`config.mk`:
```
export PLATFORM = sky130hd
export DESIGN_NAME = hr_bridge_fifo_flat
export DESIGN_NICKNAME = d
export VERILOG_FILES = /design/src/rtl/hr_pkg.sv /design/src/rtl/hr_bridge_fifo_if.sv /design/src/rtl/hr_fifo_mem.sv /design/src/rtl/hr_bridge_fifo.sv /design/src/flat_wrapper.sv
export SDC_FILE = /design/constraint.sdc
export NUM_CORES = 1
export LEC_CHECK = 0
export CAP_MARGIN = 0
export CORE_MARGIN = 4
export CORE_UTILIZATION = 55
export CTS_CLUSTER_DIAMETER = 100
export DETAILED_ROUTE_END_ITERATION = 8
export GPL_TIMING_DRIVEN = 0
export PLACE_DENSITY = 0.8
export SLEW_MARGIN = 30
export SYNTH_ARGS = -nofsm -noshare
export SYNTH_HDL_FRONTEND = slang
export SYNTH_SLANG_ARGS = --single-unit
```
`constraint.sdc`:
```
create_clock -name clk -period 6.3 [get_ports clk]
set_clock_uncertainty 0.05 [all_clocks]
set_input_delay 1.26 -clock clk [delete_from_list [all_inputs] [get_ports clk]]
set_output_delay 1.26 -clock clk [all_outputs]
set_load 0.005 [all_outputs]
```
`src/rtl/hr_pkg.sv`:
```
// Shared constants for the hierarchical-ring bridge.
// Flit width mirrors the control word width of the ring.
package hr_pkg;
    localparam int HR_FLIT_W = 144;
    localparam logic [HR_FLIT_W-1:0] HR_IDLE_FLIT = '0;
    localparam int HR_BFIFO_DEPTH = 4;
endpackage

```
`src/rtl/hr_bridge_fifo_if.sv`:
```
// Bridge-to-FIFO port bundle.
// The master is the bridge; the slave is the transfer buffer.
interface hr_bridge_fifo_if
    import hr_pkg::*;
#(
    parameter int WIDTH = HR_FLIT_W,
    parameter int DEPTH = HR_BFIFO_DEPTH
);
    localparam int AW = $clog2(DEPTH);

    logic [WIDTH-1:0] flit_i;
    logic             enQ_i;
    logic             deQ_i;
    logic [WIDTH-1:0] head_o;
    logic             bfull_o;
    logic             empty_o;
    logic [AW:0]      count_o;
    logic             ovf_o;
    logic             udf_o;

    modport master (
        output flit_i, enQ_i, deQ_i,
        input  head_o, bfull_o, empty_o,
        input  count_o, ovf_o, udf_o
    );

    modport slave (
        input  flit_i, enQ_i, deQ_i,
        output head_o, bfull_o, empty_o,
        output count_o, ovf_o, udf_o
    );
endinterface

```
`src/rtl/hr_fifo_mem.sv`:
```
// DEPTH x WIDTH register array.
// One synchronous write port, one asynchronous read port.
module hr_fifo_mem
    import hr_pkg::*;
#(
    parameter int WIDTH = HR_FLIT_W,
    parameter int DEPTH = HR_BFIFO_DEPTH,
    parameter int AW    = $clog2(DEPTH)
) (
    input  logic             clk,
    input  logic             we_i,
    input  logic [AW-1:0]    waddr_i,
    input  logic [WIDTH-1:0] wdata_i,
    input  logic [AW-1:0]    raddr_i,
    output logic [WIDTH-1:0] rdata_o
);
    logic [WIDTH-1:0] mem_q [DEPTH];

    // Contents are not reset; validity comes from the pointers.
    always_ff @(posedge clk) begin
        if (we_i) begin
            mem_q[waddr_i] <= wdata_i;
        end
    end

    assign rdata_o = mem_q[raddr_i];
endmodule

```
`src/rtl/hr_bridge_fifo.sv`:
```
// Per-direction transfer buffer for the hierarchical-ring bridge.
// Pointers, occupancy and sticky error flags live here.
module hr_bridge_fifo
    import hr_pkg::*;
#(
    parameter int WIDTH = HR_FLIT_W,
    parameter int DEPTH = HR_BFIFO_DEPTH
) (
    input logic clk,
    input logic rst,
    hr_bridge_fifo_if.slave bus
);
    localparam int AW = $clog2(DEPTH);
    localparam logic [AW:0] FULL_CNT = (AW+1)'(DEPTH);

    logic [AW-1:0]    wp_q, wp_d;
    logic [AW-1:0]    rp_q, rp_d;
    logic [AW:0]      cnt_q, cnt_d;
    logic             ovf_q, ovf_d;
    logic             udf_q, udf_d;
    logic             do_enq;
    logic             do_deq;
    logic [WIDTH-1:0] rdata;

    hr_fifo_mem #(
        .WIDTH (WIDTH),
        .DEPTH (DEPTH),
        .AW    (AW)
    ) u_mem (
        .clk     (clk),
        .we_i    (do_enq),
        .waddr_i (wp_q),
        .wdata_i (bus.flit_i),
        .raddr_i (rp_q),
        .rdata_o (rdata)
    );

    // A push into a full buffer is legal when a pop frees the slot.
    always_comb begin
        do_deq = bus.deQ_i && (cnt_q != '0);
        do_enq = bus.enQ_i && ((cnt_q != FULL_CNT) || do_deq);
        wp_d   = wp_q;
        rp_d   = rp_q;
        if (do_enq) begin
            wp_d = wp_q + AW'(1);
        end
        if (do_deq) begin
            rp_d = rp_q + AW'(1);
        end
        cnt_d = cnt_q + {{AW{1'b0}}, do_enq}
                      - {{AW{1'b0}}, do_deq};
        ovf_d = ovf_q || (bus.enQ_i && !do_enq);
        udf_d = udf_q || (bus.deQ_i && (cnt_q == '0));
    end

    always_ff @(posedge clk) begin
        if (rst) begin
            wp_q  <= '0;
            rp_q  <= '0;
            cnt_q <= '0;
            ovf_q <= 1'b0;
            udf_q <= 1'b0;
        end else begin
            wp_q  <= wp_d;
            rp_q  <= rp_d;
            cnt_q <= cnt_d;
            ovf_q <= ovf_d;
            udf_q <= udf_d;
        end
    end

    assign bus.head_o  = (cnt_q == '0) ? WIDTH'(HR_IDLE_FLIT) : rdata;
    assign bus.bfull_o = (cnt_q == FULL_CNT);
    assign bus.empty_o = (cnt_q == '0);
    assign bus.count_o = cnt_q;
    assign bus.ovf_o   = ovf_q;
    assign bus.udf_o   = udf_q;
endmodule
```
`src/flat_wrapper.sv`:
```
// flat-port wrapper written by rule: the top's interface ports become plain ports
module hr_bridge_fifo_flat import hr_pkg::*;
#(
    parameter int WIDTH = HR_FLIT_W,
    parameter int DEPTH = HR_BFIFO_DEPTH
)
  (clk, rst, bus_flit_i, bus_enQ_i, bus_deQ_i, bus_head_o, bus_bfull_o, bus_empty_o, bus_count_o, bus_ovf_o, bus_udf_o);
  hr_bridge_fifo_if #(.WIDTH(WIDTH), .DEPTH(DEPTH)) bus_i ();
  input logic clk;
  input logic rst;
  input wire logic [$bits(bus_i.flit_i)-1:0] bus_flit_i;
  input wire logic [$bits(bus_i.enQ_i)-1:0] bus_enQ_i;
  input wire logic [$bits(bus_i.deQ_i)-1:0] bus_deQ_i;
  output wire logic [$bits(bus_i.head_o)-1:0] bus_head_o;
  output wire logic [$bits(bus_i.bfull_o)-1:0] bus_bfull_o;
  output wire logic [$bits(bus_i.empty_o)-1:0] bus_empty_o;
  output wire logic [$bits(bus_i.count_o)-1:0] bus_count_o;
  output wire logic [$bits(bus_i.ovf_o)-1:0] bus_ovf_o;
  output wire logic [$bits(bus_i.udf_o)-1:0] bus_udf_o;
  assign bus_i.flit_i = bus_flit_i;
  assign bus_i.enQ_i = bus_enQ_i;
  assign bus_i.deQ_i = bus_deQ_i;
  assign bus_head_o = bus_i.head_o;
  assign bus_bfull_o = bus_i.bfull_o;
  assign bus_empty_o = bus_i.empty_o;
  assign bus_count_o = bus_i.count_o;
  assign bus_ovf_o = bus_i.ovf_o;
  assign bus_udf_o = bus_i.udf_o;
  hr_bridge_fifo #(.WIDTH(WIDTH), .DEPTH(DEPTH)) u_core (.clk(clk), .rst(rst), .bus(bus_i));
endmodule
```
==> flow_summary.html <==
<table>
<tr><th>Metric</th><th>Value</th></tr>
<tr><th colspan="2">Routing</th></tr>
<tr><td>Remaining design rule violation count</td><td>0</td></tr>
<tr><td>Antenna viol nets, final</td><td>0</td></tr>
<tr><td>Router iterations before antenna repair</td><td>5</td></tr>
<tr><td>Starting DRC count in detailed routing</td><td>735</td></tr>
<tr><td>Avg WL per Cell</td><td>24.22 um</td></tr>
<tr><td>Routed vias/inst</td><td>5.644</td></tr>
<tr><td>Total number of vias</td><td>10,790</td></tr>
<tr><td>Wirelength, routed</td><td>46,320 um</td></tr>
<tr><th colspan="2">Logic synthesis</th></tr>
<tr><td>Share of synthesized flip-flops with an asynchronous set or reset</td><td>0%</td></tr>
<tr><td>Largest family of logic cells by synthesized area</td><td>multiplexers</td></tr>
<tr><td>XOR/XNOR Fraction of Synth Area</td><td>0.03938%</td></tr>
<tr><td>Compound-cell area share of the yosys netlist</td><td>0.2138%</td></tr>
<tr><td>Flops &amp; latches, synth</td><td>587</td></tr>
<tr><td>Cell Area, Synth</td><td>22,240 um^2</td></tr>
<tr><td>Post-Syn Area per Cell</td><td>22.95 um^2</td></tr>
<tr><td>Synthesized net count</td><td>1,124</td></tr>
<tr><td>Simple-gate area share of the yosys netlist</td><td>4.568%</td></tr>
<tr><td>Most common flop cell mapped by yosys</td><td>edfxtp_1</td></tr>
<tr><td>Mux contribution to synthesized area</td><td>14.68%</td></tr>
<tr><td>Synthesized instance count</td><td>969</td></tr>
<tr><td>Share of synthesized cell area in full adder, half adder and majority cells</td><td>0.4275%</td></tr>
<tr><td>Proportion of synthesized chip area in sequential cells</td><td>78.75%</td></tr>
<tr><td>Number of library cell types mapped by synthesis</td><td>26</td></tr>
<tr><td>Number of flops mapped to enable cells by yosys</td><td>576</td></tr>
<tr><td>Number of warning messages in the yosys log</td><td>0</td></tr>
<tr><th colspan="2">Clocking</th></tr>
<tr><td>Root Buffer</td><td>clkbuf_16</td></tr>
<tr><td>Setup fix buffers added after clock tree synthesis</td><td>0</td></tr>
<tr><td>H-tree levels</td><td>2</td></tr>
<tr><td>Worst-case clock buffer depth</td><td>3</td></tr>
<tr><td>Clock tree from TritonCTS</td><td>yes</td></tr>
<tr><td>Num CTS Buffers</td><td>56</td></tr>
<tr><td>Reg clk slew, reported paths</td><td>60 ps</td></tr>
<tr><td>Clk sinks</td><td>587</td></tr>
<tr><td>Hold buffers post-CTS</td><td>0</td></tr>
<tr><td>Post-cts repair resize count</td><td>0</td></tr>
<tr><td>Insertion delay of the later-clocked pin in the worst-skew pair</td><td>600 ps</td></tr>
<tr><th colspan="2">GRT</th></tr>
<tr><td>Vias in the first global route</td><td>11,490</td></tr>
<tr><td>Initial antenna violation count</td><td>8</td></tr>
<tr><td>Largest net degree at the start of global routing</td><td>42</td></tr>
<tr><td>GRT Overall Usage</td><td>21.33%</td></tr>
<tr><td>Global-route wire length before repair</td><td>70,370 um</td></tr>
<tr><td>Total congestion overflow</td><td>0</td></tr>
<tr><th colspan="2">Timing</th></tr>
<tr><td>Number of hold-slack violations in the final timing report</td><td>0</td></tr>
<tr><td>Tightest slew margin relative to the limit</td><td>50.58%</td></tr>
<tr><td>RSZ-0062 raised after global routing</td><td>false</td></tr>
<tr><td>Achievable frequency</td><td>216.1 MHz</td></tr>
<tr><td>Worst Setup Slack, final</td><td>1671 ps</td></tr>
<tr><td>Final worst-path cycle share</td><td>73.47%</td></tr>
<tr><td>Slew of the pin with the lowest slew margin</td><td>737.3 ps</td></tr>
<tr><td>Post-route minimum period</td><td>4629 ps</td></tr>
<tr><td>Setup Viol. Count Final</td><td>0</td></tr>
<tr><td>Number of slew-limit violations in the final report</td><td>0</td></tr>
<tr><th colspan="2">Worst setup path</th></tr>
<tr><td>Critical path launch point type</td><td>register</td></tr>
<tr><td>Crit path kind</td><td>register to primary output</td></tr>
<tr><td>Critical Path Fanout Max</td><td>10</td></tr>
<tr><td>Crit. End Element</td><td>primary output</td></tr>
<tr><td>Req. time, crit path</td><td>4990 ps</td></tr>
<tr><td>Data arrival time at the worst-slack endpoint</td><td>3320 ps</td></tr>
<tr><th colspan="2">Finish</th></tr>
<tr><td>Storage cell area</td><td>17,520 um^2</td></tr>
<tr><td>Final cell utilization of the core</td><td>70.50%</td></tr>
<tr><td>Total area of multi-input combinational cells</td><td>4442 um^2</td></tr>
<tr><td>Share of cells above drive strength 1</td><td>19.88%</td></tr>
<tr><td>Count of fill cells added during filler insertion</td><td>2,417</td></tr>
<tr><td>Commonest non-fill, non-tap cell in the layout</td><td>edfxtp_1</td></tr>
<tr><td>Growth of design area from synthesis to finish</td><td>26.22%</td></tr>
<tr><td>Commonest cells after routing, fill and taps aside</td><td>edfxtp_1 (576), clkdlybuf4s50_1 (298), nor2b_1 (145)</td></tr>
<tr><td>Nets@finish</td><td>1,495</td></tr>
<tr><th colspan="2">Power and ir drop</th></tr>
<tr><td>Pwr/cell area</td><td>395.4 nW/um^2</td></tr>
<tr><td>Maximum VDD drop</td><td>386.8 uV</td></tr>
<tr><td>Sum of internal, switching and leakage power</td><td>11.10 mW</td></tr>
<tr><td>Leakage power of the design</td><td>8.930 nW</td></tr>
<tr><th colspan="2">Floorplanning</th></tr>
<tr><td>Vertical die dimension</td><td>209.1 um</td></tr>
<tr><td>Starting density of the core</td><td>55.85%</td></tr>
<tr><td>Core outline area</td><td>39,820 um^2</td></tr>
<tr><td>Area enclosed by the die boundary</td><td>43,720 um^2</td></tr>
<tr><td>Cell Rows</td><td>73</td></tr>
<tr><td>Horizontal extent of the die</td><td>209.1 um</td></tr>
<tr><td>Top-level I/O count</td><td>299</td></tr>
<tr><th colspan="2">Status</th></tr>
<tr><td>Status</td><td>completed</td></tr>
<tr><th colspan="2">Place</th></tr>
<tr><td>Post-detail-place hpwl</td><td>28,770 um</td></tr>
<tr><td>Count of input and output buffers</td><td>298</td></tr>
<tr><td>Worst slack after detailed placement</td><td>2229 ps</td></tr>
<tr><td>GP Congestion</td><td>0.7317</td></tr>
<tr><th colspan="2">Hold path</th></tr>
<tr><td>Worst Hold Class</td><td>register to register</td></tr>
<tr><th colspan="2">Flow run</th></tr>
<tr><td>Max-cap check violation count</td><td>0</td></tr>
</table>
cell families after synthesis:
family,after synthesis
flops,587
compound gates,8
xor+xnor,1
buf+inv,55
fa+ha+maj,7
mux,146
simple gates,165
path summary, 6_finish.rpt:
kind / from / to / slack, ps / cells after the start
setup / recovery: u_core.bus.count_o[2]$_SDFF_PP0_ / bus_head_o[123] / 1670 / 5
hold / removal: u_core.bus.udf_o$_SDFF_PP0_ / u_core.bus.udf_o$_SDFF_PP0_ / 440 / 2
setup reg to reg: u_core.bus.count_o[2]$_SDFF_PP0_ / u_core.bus.count_o[2]$_SDFF_PP0_ / 2960 / 12
hold reg to reg: u_core.bus.udf_o$_SDFF_PP0_ / u_core.bus.udf_o$_SDFF_PP0_ / 440 / 2
metrics by stage:
| stage | cell area, um^2 | std cells | setup TNS [ps] | hold WS [ps] |
|---|---|---|---|---|
| global placement | 25880 | 1792 | -1453170 | 406.7 |
| global route | 28070 | 1911 | 0 | 485.7 |
| floorplan | 22240 | 969 | 0 | 409.1 |
| CTS | 28060 | 1908 | 0 | 443.0 |
| detailed placement | 26220 | 1807 | 0 | 431.7 |
| finish | 28070 | 1912 | 0 | 436.3 |
worst max-delay path, stage by stage (launching register included):
cell and delay, ps:
dfxtp_1 380, nor3_2 650, buf_2 550, clkbuf_1 480, nor2b_1 160, clkdlybuf4s50_1 490
metal layers:
metal	wire [um]	track usage, %	vias to the layer above
li1	-	-	4719
met1	18280	29.10	5595
met2	23740	34.90	398
met3	3157	4.999	72
met4	1094	6.818	8
met5	42	0	-
final cells by class:
cell class | count | share of cell area, %
antenna | 4 | 0.03565
buffer | 49 | 0.9671
clock buffer | 63 | 5.161
clock inverter | 38 | 1.426
inverter | 6 | 0.08022
multi-input combinational | 327 | 15.82
sequential | 587 | 62.39
tap | 525 | 2.340
timing repair buffer | 313 | 11.77
report_power, final:
group          internal (mW)  switching, mW
Clock                   1.98           1.38
Sequential              4.63         0.0817
Combinational           1.69           1.35
Total                   8.29           2.81
flip-flops by register name, indices dropped and copies added (netlist names), named ones only:
register	flops
u_core.rp_q	2
u_core.bus.udf_o	1
u_core.bus.count_o	3
u_core.bus.ovf_o	1
u_core.wp_q	2
u_core.u_mem.mem_q	576
cells in the mapped netlist (2+ instances only):
library cell	instances	area share [%]
edfxtp_1	576	78
nor2b_1	145	4.1
mux4_2	144	15
clkbuf_1	21	0.35
buf_2	19	0.43
dfxtp_1	11	0.99
buf_6	8	0.41
nor2_1	7	0.12
ha_1	6	0.34
inv_1	6	0.10
and2_1	5	0.14
a21oi_1	4	0.090
nand2b_1	2	0.056
o21ai_0	2	0.045
or3_1	2	0.056
(Power assumes the default switching activity.)
